$ cat src/rtl/xgmac_stats.sv
// xgmac_stats: accumulates the 10G MAC per-frame RX/TX statistics vectors
// into live frame/error/byte counters. A snapshot copies every live counter
// into a shadow set, which software reads through a registered read port.
module xgmac_stats #(
    parameter bit C_SATURATE      = 1'b0,
    parameter bit C_CLEAR_ON_SNAP = 1'b1,
    parameter int C_BYTE_W        = 48
) (
    input  logic        clk156,
    input  logic        rst,
    input  logic        rx_statistics_valid,
    input  logic [29:0] rx_statistics_vector,
    input  logic        tx_statistics_valid,
    input  logic [25:0] tx_statistics_vector,
    input  logic        snap_req,
    output logic        snap_done,
    input  logic        rd_en,
    input  logic [3:0]  rd_addr,
    output logic [31:0] rd_data,
    output logic        rd_valid
);

    // Event counter slots: 0 rx_good, 1 rx_bad, 2 rx_fcs, 3 rx_bcast,
    // 4 rx_mcast, 5 tx_good, 6 tx_bad, 7 tx_underrun.
    // Byte counter slots: 0 rx_bytes, 1 tx_bytes.
    localparam int N_EV = 8;

    logic              r_rx_vld;
    logic [18:0]       r_rx_vec;
    logic              r_tx_vld;
    logic [18:0]       r_tx_vec;

    logic [31:0]       r_cnt     [N_EV];
    logic [31:0]       r_cnt_shd [N_EV];
    logic [31:0]       w_next    [N_EV];
    logic [C_BYTE_W-1:0] r_byte     [2];
    logic [C_BYTE_W-1:0] r_byte_shd [2];
    logic [C_BYTE_W-1:0] w_bnext    [2];
    logic [31:0]       r_snap_cnt;

    logic [N_EV-1:0]   w_inc;
    logic [13:0]       w_blen [2];
    logic              w_rx_good;
    logic              w_tx_good;
    logic [31:0]       w_rd_word;
    logic [63:0]       w_rxb64;
    logic [63:0]       w_txb64;

    // Stage 1: register the strobes and the meaningful part of each vector.
    always_ff @(posedge clk156) begin
        if (rst) begin
            r_rx_vld <= 1'b0;
            r_rx_vec <= '0;
            r_tx_vld <= 1'b0;
            r_tx_vec <= '0;
        end else begin
            r_rx_vld <= rx_statistics_valid;
            r_rx_vec <= rx_statistics_vector[18:0];
            r_tx_vld <= tx_statistics_valid;
            r_tx_vec <= tx_statistics_vector[18:0];
        end
    end

    // A frame flagged both good and bad is treated as bad only.
    assign w_rx_good = r_rx_vld & r_rx_vec[0] & ~r_rx_vec[1];
    assign w_tx_good = r_tx_vld & r_tx_vec[0] & ~r_tx_vec[1];

    assign w_inc[0] = w_rx_good;
    assign w_inc[1] = r_rx_vld & r_rx_vec[1];
    assign w_inc[2] = r_rx_vld & r_rx_vec[2];
    assign w_inc[3] = w_rx_good & r_rx_vec[3];
    assign w_inc[4] = w_rx_good & r_rx_vec[4];
    assign w_inc[5] = w_tx_good;
    assign w_inc[6] = r_tx_vld & r_tx_vec[1];
    assign w_inc[7] = r_tx_vld & r_tx_vec[4];

    assign w_blen[0] = w_rx_good ? r_rx_vec[18:5] : 14'd0;
    assign w_blen[1] = w_tx_good ? r_tx_vec[18:5] : 14'd0;

    // Next value of each event counter, wrapping or saturating on overflow.
    generate
        for (genvar gi = 0; gi < N_EV; gi++) begin : g_ev
            logic [32:0] w_sum;
            assign w_sum      = {1'b0, r_cnt[gi]} + 33'(w_inc[gi]);
            assign w_next[gi] = (C_SATURATE && w_sum[32]) ? '1 : w_sum[31:0];
        end
        for (genvar gi = 0; gi < 2; gi++) begin : g_byte
            logic [C_BYTE_W:0] w_sum;
            assign w_sum       = {1'b0, r_byte[gi]} + (C_BYTE_W+1)'(w_blen[gi]);
            assign w_bnext[gi] = (C_SATURATE && w_sum[C_BYTE_W]) ? '1 : w_sum[C_BYTE_W-1:0];
        end
    endgenerate

    // Stage 2: commit increments; a snapshot captures the post-increment value
    // so the event committing alongside the snapshot lands in the shadow.
    always_ff @(posedge clk156) begin
        if (rst) begin
            for (int i = 0; i < N_EV; i++) begin
                r_cnt[i]     <= '0;
                r_cnt_shd[i] <= '0;
            end
            for (int i = 0; i < 2; i++) begin
                r_byte[i]     <= '0;
                r_byte_shd[i] <= '0;
            end
            r_snap_cnt <= '0;
            snap_done  <= 1'b0;
        end else begin
            snap_done <= snap_req;
            if (snap_req) begin
                r_snap_cnt <= r_snap_cnt + 32'd1;
                for (int i = 0; i < N_EV; i++) begin
                    r_cnt_shd[i] <= w_next[i];
                    r_cnt[i]     <= C_CLEAR_ON_SNAP ? '0 : w_next[i];
                end
                for (int i = 0; i < 2; i++) begin
                    r_byte_shd[i] <= w_bnext[i];
                    r_byte[i]     <= C_CLEAR_ON_SNAP ? '0 : w_bnext[i];
                end
            end else begin
                for (int i = 0; i < N_EV; i++) begin
                    r_cnt[i] <= w_next[i];
                end
                for (int i = 0; i < 2; i++) begin
                    r_byte[i] <= w_bnext[i];
                end
            end
        end
    end

    assign w_rxb64 = 64'(r_byte_shd[0]);
    assign w_txb64 = 64'(r_byte_shd[1]);

    // Read map decode over the shadow registers.
    always_comb begin
        w_rd_word = 32'd0;
        case (rd_addr)
            4'd0:    w_rd_word = r_cnt_shd[0];
            4'd1:    w_rd_word = r_cnt_shd[1];
            4'd2:    w_rd_word = r_cnt_shd[2];
            4'd3:    w_rd_word = r_cnt_shd[3];
            4'd4:    w_rd_word = r_cnt_shd[4];
            4'd5:    w_rd_word = w_rxb64[31:0];
            4'd6:    w_rd_word = w_rxb64[63:32];
            4'd7:    w_rd_word = r_cnt_shd[5];
            4'd8:    w_rd_word = r_cnt_shd[6];
            4'd9:    w_rd_word = r_cnt_shd[7];
            4'd10:   w_rd_word = w_txb64[31:0];
            4'd11:   w_rd_word = w_txb64[63:32];
            4'd12:   w_rd_word = r_snap_cnt;
            default: w_rd_word = 32'd0;
        endcase
    end

    // Registered read port; data holds its last value between reads.
    always_ff @(posedge clk156) begin
        if (rst) begin
            rd_data  <= '0;
            rd_valid <= 1'b0;
        end else begin
            rd_valid <= rd_en;
            if (rd_en) begin
                rd_data <= w_rd_word;
            end
        end
    end

endmodule
$ cat config.mk
export PLATFORM = sky130hd
export DESIGN_NAME = xgmac_stats
export DESIGN_NICKNAME = d
export VERILOG_FILES = /design/src/rtl/xgmac_stats.sv
export SDC_FILE = /design/constraint.sdc
export NUM_CORES = 1
export LEC_CHECK = 0
export CORE_ASPECT_RATIO = 2
export CORE_MARGIN = 4
export CORE_UTILIZATION = 40
export CTS_CLUSTER_SIZE = 16
export DETAILED_ROUTE_END_ITERATION = 6
export GPL_ROUTABILITY_DRIVEN = 0
export MAX_ROUTING_LAYER = met4
export SYNTH_ARGS = -nofsm -noshare
export SYNTH_HDL_FRONTEND = slang
export SYNTH_SLANG_ARGS = --single-unit
$ cat constraint.sdc
create_clock -name clk156 -period 12.9 [get_ports clk156]
set_clock_uncertainty 0.05 [all_clocks]
set_input_delay 1.935 -clock clk156 [delete_from_list [all_inputs] [get_ports clk156]]
set_output_delay 1.935 -clock clk156 [all_outputs]
set_load 0.05 [all_outputs]
Word-level counts from Yosys, hierarchy flattened
Memory sizes are Yosys's and may differ from the RTL's.
Index checks and enable logic that the tools add are counted.
- bits in registers: 106
- latch bits: 0
- RAM bits: 704
- memory bits (read-only): 0
- input port bits: 66
- logic and storage cells: 119
- memories: 4
- memory list (memory ; depth ; bits a word ; rd ports ; clocked after memory_dff ; write ports ; RTL line ; source):
    r_cnt ; 8 ; 32 ; 8 ; 0 ; 8 ; 33 ; logic [31:0] r_cnt [N_EV];
    r_cnt_shd ; 8 ; 32 ; 8 ; 0 ; 8 ; 34 ; logic [31:0] r_cnt_shd [N_EV];
    r_byte ; 2 ; 48 ; 2 ; 0 ; 2 ; 36 ; logic [C_BYTE_W-1:0] r_byte [2];
    r_byte_shd ; 2 ; 48 ; 2 ; 0 ; 2 ; 37 ; logic [C_BYTE_W-1:0] r_byte_shd [2];
- add/subtract/negate cells: 11
- $mul: 0
- divide/modulo/power cells: 0
- $lt $le $gt $ge: 0
- equality and inequality tests: 12
- shifts and indexed selects: 0
- mux-type cells: 41
- bitwise gates (word level): 42
- reductions and logical operators: 1
- operator list (cell ; count):
    $mux W32 ; 24
    $pmux W32 S13 ; 1
    $mux W48 ; 6
    $add A32 B1 Y32 ; 8
    $add A48 B14 Y48 ; 2
    $add A32 B1 Y32 const B ; 1
    $or A1 B1 Y1 ; 30
    $mux W14 ; 2
    $eq A4 B4 Y1 const B ; 5
    $eq A4 B3 Y1 const B ; 4
    $and A1 B1 Y1 ; 10
    $eq A4 B2 Y1 const B ; 2
    $mux W1 ; 8
    $eq A4 B1 Y1 const B ; 1
    $logic_not A4 Y1 ; 1
    $not A1 Y1 ; 2

Depth between registers and ports, before layout
- depth in word-level cells: 5
- depth in mapped cells: 14
- depth with buffers taken out: 12

Least setup slack after synthesis
OpenSTA, ideal clock, no wires.
- path type: input to register
- start point: input snap_req
- end point: memory r_byte_shd[0][0], enable pin
- setup time: 854 ps
- arrival: 12237 ps
- data required time: 11996 ps
- setup slack: -241 ps
- cell stages on the path: 5
- path buffers: 3
- path through: clkbuf_1 > nor2_1 > inv_1 > clkbuf_1 > clkbuf_1
- RTL lines (what ; RTL line ; source):
    start, declared ; 15 ; input logic snap_req,
    end, declared ; 37 ;

==> flow_metrics.py <==
metrics = {
    "global_route": {
        "antenna_found_initial": 2,
        "grt_start_max_net_pins": 143,
        "grt.overflow.total": 0,
        "grt_pass1_vias": 26100,
        "grt_usage_pct": 22.8,
        "grt_pass1_wl_mm": 164,
    },
    "timing": {
        "finalHoldViolCount": 0,
        "drv_slew": 0,
        "final-setup-viol-count": 0,
        "period_minus_slack_ns": 5.21,
        "slew-limit-headroom_pct": 20.6,
        "fmax_mhz": 192,
        "tightest_slew_ns": 1.18,
        "fin_crit_sh_pct": 40.4,
        "rsz0062_at_grt": "false",
        "setup-tns-final_ns": 0,
    },
    "pwr": {
        "fin_total_pwr_uw": 5730,
        "power.density_nw_per_um2": 131,
        "leakage_uw": 0.0156,
        "ir_drop_mv": 0.0943,
    },
    "yosys": {
        "synth_edf_count": 672,
        "ys_ff_latch": 808,
        "ys_top_cells_by_count": "edfxtp_1, nor2_1, nand2_1, xor2_1, nand3_1",
        "yosysSeqAreaShare_pct": 60.3,
        "yosys-top-cells-area": "edfxtp_1, dfxtp_1, nor2_1",
        "synth_flop_cell": "edfxtp_1",
        "syn_avg_cell_area_um2": 11.2,
        "synth.distinct_cells": 77,
        "yosysTopAreaCell": "edfxtp_1",
        "ys_async_sr_fraction_pct": 0,
        "syn_inst": 3405,
        "yosys_warnings": 0,
        "synthesis.area_um2": 38000,
        "synth_top_cell_area_share_pct": 53.1,
    },
    "clocking": {
        "clk_pin_slew_ns": 0.06,
        "cts-root-buf": "clkbuf_16",
        "cts_buffers": 75,
        "post_cts_buffers": 0,
        "cts_resized": 0,
        "cts_tree": "yes",
        "clock_path_buffers": 3,
        "ctsHoldBuffers": 0,
        "cts.sinks": 808,
        "cts_max_level": 3,
        "clk-insertion-delay-late_ns": 0.67,
    },
    "route": {
        "ant_nets": 0,
        "drc": 0,
        "firstDrtPassIters": 7,
        "via_count": 27000,
        "avgRoutedWirePerCell_um": 22.6,
        "via_per_inst": 5.40,
        "drt-initial-drc-count": 2738,
        "drt-total-wl_mm": 113,
    },
    "critical_path": {
        "rrSetupSlack_ns": 8.89,
        "arrival_ns": 5.52,
        "worstPathRequired_ns": 13.21,
        "crit_path_start_kind": "input pin",
        "critPathKind": "in2reg",
        "cp_max_fo": 122,
        "worst_setup_path_end_kind": "register",
    },
    "run": {
        "maxCapViolCount": 0,
    },
    "run_status": {
        "status": "finished clean",
    },
    "finish": {
        "syn2layout_area_growth_pct": 15.0,
        "register_area_um2": 22900,
        "drive_gt1_share_pct": 5.17,
        "layout.nets": 3847,
        "multi_input_area_um2": 15500,
        "fill_cells": 8801,
    },
    "floorplan": {
        "rows": 159,
        "io_pins": 100,
        "core_um2": 94100,
        "die_y_um": 444,
        "dieArea_um2": 100000,
        "start_util_pct": 40.4,
        "dieWidth_um": 226,
    },
    "place": {
        "dpl.hpwl_mm": 81.0,
        "io_buffers": 79,
    },
    "min_path": {
        "min_path_type": "reg2reg",
    },
}
==> per-stage QoR <==
stage               util (%)  instance area (µm²)  hold WS, ns  std cells  setup slack, ns
finish                  46.4                43700        0.413       5002             7.69
global route            46.4                43700        0.436       5002             7.46
CTS                     46.4                43700        0.416       5001             7.72
detailed placement      43.7                41200        0.407       4864             7.02
global placement        43.7                41200        0.401       4864             7.09
floorplan                  -                39200        0.429       3724             5.21
==> kinds of logic after synthesis <==
kind of cell	synth area share [%]
adder cells (fa/ha/maj)	1.59
AND/OR/NAND/NOR	19.5
multiplexers	0.948
XOR/XNOR	7.24
AO/OA/AOI/OAI	8.10
flip-flops	60.3
buffers and inverters	2.31
other	0.00987
==> layout by cell type, fill, tap and decap left out, types with 45 or more instances in the layout <==
master	synthesis	layout
nor2b_1	48	48
edfxtp_1	672	672
a21oi_1	112	112
clkdlybuf4s50_1	0	77
and2_1	81	81
xor2_1	190	190
and4_1	46	46
ha_1	45	45
dfxtp_1	136	136
o21ai_0	51	50
clkbuf_16	0	78
a22oi_1	100	100
conb_1	1	320
nor2_1	672	670
nand4_1	78	78
nor3_1	84	83
nand2_1	197	197
and3_1	45	45
nand3_1	168	168
xnor2_1	124	124
==> flip-flops by register name (all words and copies together) (netlist names) <==
| name | count |
|---|---|
| r_tx_vec | 17 |
| r_cnt | 256 |
| rd_data | 32 |
| r_byte | 96 |
| r_byte_shd | 96 |
| r_rx_vld | 1 |
| rd_valid | 1 |
| r_cnt_shd | 256 |
| r_rx_vec | 19 |
| r_tx_vld | 1 |
| r_snap_cnt | 32 |
| snap_done | 1 |
==> critical path: stages <==
cell and delay, ns:
buf_6 0.44, nor2_4 0.03, buf_4 0.32, inv_8 0.61, buf_4 0.86, buf_4 0.90
nor2_1 0.13
==> power breakdown <==
part           total, µW  internal (µW)  leakage (µW)  switching (µW)
clock network       2320           1310       0.00125            1020
registers           3090           2970       0.00829             119
logic                317           96.4       0.00602             220
total               5730           4370        0.0156            1360
==> area by class of cell <==
cell class / count / share of cell area [%]
diodes: 1 / 0.00573
clock buffers: 94 / 4.73
clock inverters: 43 / 1.03
inverters: 44 / 0.395
multi-input cells: 2690 / 35.5
flip-flops and latches: 808 / 52.4
well taps: 1207 / 3.46
repair buffers: 115 / 2.45
==> layer usage <==
layer	GRT usage [%]	up-vias	share of wire, %
li1	-	12700	-
met1	23.7	13200	35
met2	38.1	837	50
met3	2.54	298	4.4
met4	19.5	0	11
met5	-	-	0
==> worst paths after layout <==
kind | depth (start not counted) | to | startpoint
worst max register to register | 11 | r_byte_shd[0][39] | r_rx_vld
worst max-delay path | 7 | r_cnt[1][63] | rst
worst min-delay path | 2 | rd_data[17] | rd_data[17]
worst min register to register | 2 | rd_data[17] | rd_data[17]
No activity file was read; power rests on OpenSTA's default activity.
